File: src/rtl/ram_pkg.sv
// ram_pkg: shared types and RAM window helper for the even/odd RAM port controller
package ram_pkg;
  typedef enum logic [1:0] {IDLE, RD_WAIT, RSP} state_t;
  typedef enum logic {LANE_EVEN, LANE_ODD} lane_t;
  function automatic logic [15:0] ram_base(input int addrbits);
    return 16'h4000 - 16'(32'd1 << (addrbits - 1));
  endfunction
endpackage

File: src/rtl/ram_access_if.sv
// ram_access_if: CPU-side request/response handshake of ram_access
interface ram_access_if;
  logic req_valid, req_ready, req_write, req_word;
  logic [14:0] req_addr;
  logic [15:0] req_wdata;
  logic rsp_valid, rsp_ready, rsp_err;
  logic [15:0] rsp_rdata;
  modport master (
    output req_valid, req_write, req_word, req_addr, req_wdata, rsp_ready,
    input  req_ready, rsp_valid, rsp_rdata, rsp_err
  );
  modport slave (
    input  req_valid, req_write, req_word, req_addr, req_wdata, rsp_ready,
    output req_ready, rsp_valid, rsp_rdata, rsp_err
  );
endinterface

File: src/rtl/ram_lane_map.sv
// ram_lane_map: steers a byte/word access onto the even and odd bank addresses
module ram_lane_map import ram_pkg::*; (
  input  logic [14:0] addr,
  input  logic        word,
  output logic [14:0] addr_even,
  output logic [14:0] addr_odd,
  output logic        en_even,
  output logic        en_odd,
  output lane_t       swap
);
  logic [14:0] addr_nx;
  always_comb begin
    addr_nx   = addr + 15'd1;
    swap      = lane_t'(addr[0]);
    en_even   = word | ~addr[0];
    en_odd    = word | addr[0];
    addr_even = addr[0] ? addr_nx : addr;
    addr_odd  = addr[0] ? addr : addr_nx;
  end
endmodule

File: src/rtl/ram_access.sv
// ram_access: even/odd RAM port controller; define RAM_ACCESS_RANGE_CHECK_EN to flag out-of-window accesses
module ram_access import ram_pkg::*; #(
  parameter int ADDRBITS = 10
) (
  input  logic        clk,
  input  logic        reset_n,
  ram_access_if.slave bus,
  output logic [14:0] dread_addr_even,
  output logic [14:0] dread_addr_odd,
  input  logic [7:0]  dread_data_even,
  input  logic [7:0]  dread_data_odd,
  output logic [14:0] dwrite_addr_even,
  output logic [14:0] dwrite_addr_odd,
  output logic [7:0]  dwrite_data_even,
  output logic [7:0]  dwrite_data_odd,
  output logic        dwrite_en_even,
  output logic        dwrite_en_odd
);
  localparam logic [14:0] ROW_MASK = 15'((32'd1 << ADDRBITS) - 32'd1);
  state_t state_q, state_d;
  lane_t swap, swap_q, swap_d;
  logic word_q, word_d, err_q, err_d, rsp_err_q, rsp_err_d;
  logic [15:0] rsp_rdata_q, rsp_rdata_d;
  logic [14:0] rd_even_q, rd_even_d, rd_odd_q, rd_odd_d, lane_even, lane_odd;
  logic en_even, en_odd, acc, acc_rd, acc_wr, err;

  ram_lane_map u_map (
    .addr(bus.req_addr), .word(bus.req_word), .addr_even(lane_even), .addr_odd(lane_odd),
    .en_even, .en_odd, .swap
  );

`ifdef RAM_ACCESS_RANGE_CHECK_EN
  localparam logic [15:0] BASE = ram_base(ADDRBITS);
  logic [15:0] last_byte;
  always_comb begin
    last_byte = {1'b0, bus.req_addr} + 16'(bus.req_word);
    err       = ({1'b0, bus.req_addr} < BASE) || (last_byte > 16'h3fff);
  end
`else
  assign err = 1'b0;
`endif

  always_comb begin
    bus.req_ready    = reset_n && (state_q == IDLE || (state_q == RSP && bus.rsp_ready));
    acc              = bus.req_valid && bus.req_ready;
    acc_wr           = acc && bus.req_write;
    acc_rd           = acc && !bus.req_write;
    bus.rsp_valid    = state_q == RSP;
    bus.rsp_rdata    = rsp_rdata_q;
    bus.rsp_err      = rsp_err_q;
    dwrite_en_even   = acc_wr && en_even && !err;
    dwrite_en_odd    = acc_wr && en_odd && !err;
    dwrite_addr_even = acc_wr ? lane_even & ROW_MASK : '0;
    dwrite_addr_odd  = acc_wr ? lane_odd & ROW_MASK : '0;
    // the addressed byte is the high byte of a word, so it takes wdata[15:8]
    dwrite_data_even = !acc_wr ? 8'h00 :
                       (bus.req_word && swap == LANE_EVEN) ? bus.req_wdata[15:8] : bus.req_wdata[7:0];
    dwrite_data_odd  = !acc_wr ? 8'h00 :
                       (bus.req_word && swap == LANE_ODD) ? bus.req_wdata[15:8] : bus.req_wdata[7:0];
    rd_even_d        = (acc_rd && en_even) ? lane_even & ROW_MASK : rd_even_q;
    rd_odd_d         = (acc_rd && en_odd) ? lane_odd & ROW_MASK : rd_odd_q;
    dread_addr_even  = rd_even_d;
    dread_addr_odd   = rd_odd_d;
  end

  always_comb begin
    swap_d      = acc_rd ? swap : swap_q;
    word_d      = acc_rd ? bus.req_word : word_q;
    err_d       = acc_rd ? err : err_q;
    rsp_err_d   = state_q == RD_WAIT ? err_q : rsp_err_q;
    rsp_rdata_d = state_q != RD_WAIT ? rsp_rdata_q :
                  err_q ? (word_q ? 16'hffff : 16'h00ff) :
                  word_q ? (swap_q == LANE_ODD ? {dread_data_odd, dread_data_even}
                                               : {dread_data_even, dread_data_odd}) :
                  {8'h00, swap_q == LANE_ODD ? dread_data_odd : dread_data_even};
    state_d     = state_q == RD_WAIT ? RSP :
                  (state_q == RSP && !bus.rsp_ready) ? RSP :
                  acc_rd ? RD_WAIT : IDLE;
  end

  always_ff @(posedge clk) begin
    if (!reset_n) begin
      state_q     <= IDLE;
      swap_q      <= LANE_EVEN;
      word_q      <= 1'b0;
      err_q       <= 1'b0;
      rsp_err_q   <= 1'b0;
      rsp_rdata_q <= '0;
      rd_even_q   <= '0;
      rd_odd_q    <= '0;
    end else begin
      state_q     <= state_d;
      swap_q      <= swap_d;
      word_q      <= word_d;
      err_q       <= err_d;
      rsp_err_q   <= rsp_err_d;
      rsp_rdata_q <= rsp_rdata_d;
      rd_even_q   <= rd_even_d;
      rd_odd_q    <= rd_odd_d;
    end
  end
endmodule

File: src/flat_wrapper.sv
// flat-port wrapper written by rule: the top's interface ports become plain ports
module ram_access_flat import ram_pkg::*;
#(
  parameter int ADDRBITS = 10
)
  (clk, reset_n, dread_addr_even, dread_addr_odd, dread_data_even, dread_data_odd, dwrite_addr_even, dwrite_addr_odd, dwrite_data_even, dwrite_data_odd, dwrite_en_even, dwrite_en_odd, bus_req_valid, bus_req_write, bus_req_word, bus_req_addr, bus_req_wdata, bus_rsp_ready, bus_req_ready, bus_rsp_valid, bus_rsp_rdata, bus_rsp_err);
  ram_access_if bus_i ();
  input  logic clk;
  input  logic reset_n;
  output logic [14:0] dread_addr_even;
  output logic [14:0] dread_addr_odd;
  input  logic [7:0] dread_data_even;
  input  logic [7:0] dread_data_odd;
  output logic [14:0] dwrite_addr_even;
  output logic [14:0] dwrite_addr_odd;
  output logic [7:0] dwrite_data_even;
  output logic [7:0] dwrite_data_odd;
  output logic dwrite_en_even;
  output logic dwrite_en_odd;
  input wire logic [$bits(bus_i.req_valid)-1:0] bus_req_valid;
  input wire logic [$bits(bus_i.req_write)-1:0] bus_req_write;
  input wire logic [$bits(bus_i.req_word)-1:0] bus_req_word;
  input wire logic [$bits(bus_i.req_addr)-1:0] bus_req_addr;
  input wire logic [$bits(bus_i.req_wdata)-1:0] bus_req_wdata;
  input wire logic [$bits(bus_i.rsp_ready)-1:0] bus_rsp_ready;
  output wire logic [$bits(bus_i.req_ready)-1:0] bus_req_ready;
  output wire logic [$bits(bus_i.rsp_valid)-1:0] bus_rsp_valid;
  output wire logic [$bits(bus_i.rsp_rdata)-1:0] bus_rsp_rdata;
  output wire logic [$bits(bus_i.rsp_err)-1:0] bus_rsp_err;
  assign bus_i.req_valid = bus_req_valid;
  assign bus_i.req_write = bus_req_write;
  assign bus_i.req_word = bus_req_word;
  assign bus_i.req_addr = bus_req_addr;
  assign bus_i.req_wdata = bus_req_wdata;
  assign bus_i.rsp_ready = bus_rsp_ready;
  assign bus_req_ready = bus_i.req_ready;
  assign bus_rsp_valid = bus_i.rsp_valid;
  assign bus_rsp_rdata = bus_i.rsp_rdata;
  assign bus_rsp_err = bus_i.rsp_err;
  ram_access #(.ADDRBITS(ADDRBITS)) u_core (.clk(clk), .reset_n(reset_n), .bus(bus_i), .dread_addr_even(dread_addr_even), .dread_addr_odd(dread_addr_odd), .dread_data_even(dread_data_even), .dread_data_odd(dread_data_odd), .dwrite_addr_even(dwrite_addr_even), .dwrite_addr_odd(dwrite_addr_odd), .dwrite_data_even(dwrite_data_even), .dwrite_data_odd(dwrite_data_odd), .dwrite_en_even(dwrite_en_even), .dwrite_en_odd(dwrite_en_odd));
endmodule
File: config.mk
export PLATFORM = sky130hd
export DESIGN_NAME = ram_access_flat
export DESIGN_NICKNAME = d
export VERILOG_FILES = /design/src/rtl/ram_pkg.sv /design/src/rtl/ram_access_if.sv /design/src/rtl/ram_lane_map.sv /design/src/rtl/ram_access.sv /design/src/flat_wrapper.sv
export SDC_FILE = /design/constraint.sdc
export NUM_CORES = 1
export LEC_CHECK = 0
export CAP_MARGIN = 20
export CORE_ASPECT_RATIO = 1.1
export CORE_UTILIZATION = 40
export DETAILED_ROUTE_END_ITERATION = 10
export GPL_ROUTABILITY_DRIVEN = 0
export PLACE_DENSITY = 0.86
export SLEW_MARGIN = 5
export SYNTH_ARGS = -nofsm -noshare
export SYNTH_HDL_FRONTEND = slang
export SYNTH_HIERARCHICAL = 1
export SYNTH_SLANG_ARGS = --single-unit
File: constraint.sdc
create_clock -name clk -period 3.03 [get_ports clk]
set_input_delay 0.7575 -clock clk [delete_from_list [all_inputs] [get_ports clk]]
set_output_delay 0.7575 -clock clk [all_outputs]
set_load 0.1 [all_outputs]
# == Word-level counts from Yosys, hierarchy flattened ==
# Index checks and enable logic that the tools add are counted.
# word_totals
word_cells,48
ff_bits,50
inputBits,53
out_inout_bits,97
# classes
reduce_logical,17
eq_ne,3
bitwise_logic,4
addsub,1
muxes,16
# ops
cell,n
10-bit two-way mux,4
8-bit two-way mux,5
16-bit two-way mux,2
15-bit two-way mux,2
1-bit logical AND,12
"10-bit by 1-bit adder with 10-bit output, second input constant",1
2-bit two-way mux,2
3-bit OR reduction,1
"2-bit by 1-bit equality test with 1-bit output, second input constant",1
"2-bit equality test, second input constant",1
1-bit zero test,2
2-bit zero test,1
"2-bit by 1-bit != test with 1-bit output, second input constant",1
1-bit inverter,2
1-bit bitwise OR,2
1-bit logical OR,1
1-bit two-way mux,1

# == Logic depth before layout (Yosys ltp) ==
# logic_depth
depth_word,9
mapped_depth,7
depth_no_buf,6

# == Cells and area by module ==
# The synthesis kept the hierarchy.
# by_module_without_submodules
module,cells_per_inst,area_per_inst_um2,seq_area_each_um2,n_inst
ram_access,350,2783.9,1001.0,1
ram_lane_map,74,560.5,0.0,1

# == Worst setup path before layout ==
# No wires, ideal clock.
# synth_path
path_kind,input -> output
start,in bus_req_addr[0]
end,out dread_addr_odd[0]
required_ns,2.273
path_stages,6
t_arrival_ns,3.811
path_slack_ns,-1.539
n_path_buf,2
cell_sequence,buf_6 or2_2 and4b_1 and3_1 clkbuf_2 o21ai_0
# synth_between
elab_chain_len,3
word_cells_on_any_way,5
cone_classes,add/sub (1); mux (2); bitwise (1); reduce/logical (1)
# synth_rtl
element,line,source
from (decl),flat_wrapper.sv:23,input wire logic [$bits(bus_i.req_addr)-1:0] bus_req_addr;
1-bit bitwise OR,ram_lane_map.sv:16,en_odd = word | addr[0];
net u_core.en_odd,ram_access.sv:25,"logic en_even, en_odd, acc, acc_rd, acc_wr, err;"
1-bit logical AND,ram_access.sv:61,rd_odd_d = (acc_rd && en_odd) ? lane_odd & ROW_MASK : rd_odd_q;
15-bit two-way mux,ram_access.sv:61,
to (decl),flat_wrapper.sv:11,output logic [14:0] dread_addr_odd;
# The timed path passes the listed nets, and every way through them passes these cells.

# == Final worst setup path ==
# layout_path
start,in bus_req_word
end,out dread_addr_odd[2]
# layout_between
elab_chain_len,3
# layout_rtl
element,line,source
from (decl),flat_wrapper.sv:22,input wire logic [$bits(bus_i.req_word)-1:0] bus_req_word;
1-bit bitwise OR,ram_lane_map.sv:16,
net u_core.en_odd,ram_access.sv:25,
1-bit logical AND,ram_access.sv:61,
15-bit two-way mux,ram_access.sv:61,
# The timed path passes the listed nets, and every way through them passes these cells.

==> results.txt <==
The overall die height came out at 95.0 um. The pre-antenna-repair detailed-routing pass consisted of 4 iterations. The combined area of the multi-input logic cells is 0.00212 mm2. The worst-margin pin slew came out at 0.981 ns. The growth of design area from synthesis to finish is 83.2%. The worst-case vdd ir drop is 0.209 mV. For the worst setup path, the data arrival time is 2.22 ns. The cell leakage power came out at 2.34 nW. On the critical path, the stage with the largest delay is an instance of dlygate4sd2_1. The run finished with clean final reports. The total detailed-routing wirelength came out at 10500 um.

The setup TNS is 0 ns. Pin placement for this block handled 150 I/O pins. In this design, the largest share of critical-path delay is due to simple AND/OR/NAND/NOR gates.

Entering global routing, the biggest net connects 42 pins. The number of inserted filler cells in the final layout is 484. Final hold analysis gives a worst-case slack of 0.471 ns. The count of final setup violators came out at 0. The detailed-route vias per instance came out at 5.21. Setup repair after global routing left no endpoint under its margin. Yosys printed 6 warnings. The remaining design rule violation count is 0. The top cell types in the final layout, fill and taps aside, are buf_12 (72), dfxtp_1 (50), buf_4 (48), clkdlybuf4s50_1 (33), nand2_1 (32).

The floorplan die area is 0.00821 mm2. The core region is 0.00751 mm2. The number of max-cap violations came out at 0.

The worst setup path is of the in -> out kind. The post-synth design cell area came out at 0.00314 mm2. The number of global-route vias before repair is 3349. The average detailed-routed wire length per instance came out at 16.3 um.

The power density over cell area came out at 357 mW/mm2. Traced cell by cell, the critical path runs through dlygate4sd2_1 > or2_4 > and4b_2 > and3_4 > buf_12 > o21ai_4 > buf_12. The startpoint class of the critical path is an input port. The global-route wire length before repair came out at 16100 um. The depth of the CTS H-tree came out at 2. The cell occurring most often along the worst timing path is buf_12. After the first detailed-routing iteration, the DRC count stood at 129. Based on the critical path, the design can be clocked at up to 0.336 GHz. The clock buffer count from CTS is 5.

For this block, the via count after detailed routing is 3358. The number of antenna violations at the first check in global routing is 1. The average instance area after synthesis is 7.83 um2.

The die is 86.5 um wide. Row generation in the floorplan step produced 33 rows. The total power after layout is 2.06 mW. The area occupied by registers is 0.00100 mm2. The number of hold violations in the final report came out at 0.

The placed instance area is 0.00549 mm2. The remaining global-route overflow came out at 0. Cells with a size suffix above 1 make up 39.0% of the layout.

The sum of net half-perimeters after detailed placement is 7720 um. TritonCTS built the clock tree. The library cell used most frequently in the layout, excluding fill and tap cells, is buf_12. The critical-path maximum fanout came out at 10.

The detail route stage leaves a number of antenna-violating nets equal to 0. Clock tree synthesis selected as its root buffer the cell clkbuf_8. The maximum number of buffers from clock root to sink came out at 2.

The clock transition at the registers of the reported paths came out at 0.09 ns. The number of nets in the finished design is 593. The max-slew headroom at the worst pin came out at 35.0%. The all-layer global routing usage came out at 25.3%. The count of input and output buffers is 132.

The final clock skew is 0.0145 ns. Counting I/O delays and the setup requirement, the final critical path takes 2.97 ns. The worst hold path class is reg -> reg. The count of buffer and inverter cells on the critical path is 3. The portion of the clock cycle consumed by the worst path in the final layout is 98.1%. The tree built by TritonCTS fans out to 50 sinks.

The finished cells cover 0.00576 mm2. STA puts the critical path data required time at 2.27 ns. The worst setup path is captured at an output pin. The insertion delay to the later sink of the worst-skew pair came out at 0.31 ns. In this design, the stage delay of the slowest critical-path cell is 0.26 ns. The number of pins with negative max-slew slack in the final report is 0.

The synthesized instance count came out at 401. The starting utilization of the core area came out at 41.8%.
==> per-stage QoR <==
step | utilization [%] | instances | setup WS, ns
global placement | 73.0 | 632 | -0.276
floorplan | - | 411 | -0.592
detailed placement | 73.0 | 632 | -0.332
CTS | 76.6 | 644 | 0.00221
global route | 76.6 | 645 | 0.0169
finish | 76.6 | 645 | 0.0567
==> routing by layer <==
metal	vias to the layer above	GRT usage [%]	routed length, um
li1	1598	-	-
met2	123	48.1	5680
met4	0	14.4	411
met1	1601	25.8	3880
met3	36	4.63	539
met5	-	0	0
==> registers in the layout, summed over array words and instances, names as in the netlist <==
register and flops:
u_core/state_q 2, u_core/swap_q 1, u_core/word_q 1, u_core/rd_even_q 15
u_core/rd_odd_q 15, u_core/bus.rsp_rdata 16
==> area by class of cell <==
type | count | share of cell area [%]
Antenna cell | 1 | 0.0435
Clock inverter | 2 | 0.674
Inverter | 24 | 1.56
Multi-Input combinational cell | 287 | 36.8
Tap cell | 105 | 2.28
Clock buffer | 6 | 1.43
Sequential cell | 50 | 17.4
Timing Repair Buffer | 170 | 39.9
==> worst paths after layout <==
kind                                 start  slack (ns)  depth (start not counted)                              endpoint
max                           bus_req_word        0.06                          7                     dread_addr_odd[2]
min          u_core/rd_odd_q[6]$_SDFF_PN0_        0.47                          2         u_core/rd_odd_q[6]$_SDFF_PN0_
min reg2reg  u_core/rd_odd_q[6]$_SDFF_PN0_        0.47                          2         u_core/rd_odd_q[6]$_SDFF_PN0_
max reg2reg   u_core/state_q[0]$_SDFF_PP0_        1.31                          3  u_core/bus.rsp_rdata[1]$_SDFFE_PN0P_
==> repair_timing <==
item,4_1_cts,5_1_grt
gates cloned,1,0
pin swaps,15,9
hold buffers,0,0
gates resized for setup,42,19
setup buffers,3,1
endpoints found under the setup margin,58,12
==> tightest hold or removal path, delay by kind of cell, from the launching register on <==
kind,cells,cell delay (ns)
and+or+nand+nor,1,0.05
DFF,1,0.32
AOI/OAI and AO/OA,1,0.06
==> power by group <==
| part | total, mW | internal, mW | switching (mW) | leakage [nW] |
|---|---|---|---|---|
| clock | 0.506 | 0.272 | 0.234 | 0.0618 |
| combinational | 0.855 | 0.297 | 0.558 | 1.87 |
| sequential | 0.696 | 0.679 | 0.0171 | 0.406 |
Note: power is estimated with default switching activity, not from simulation.
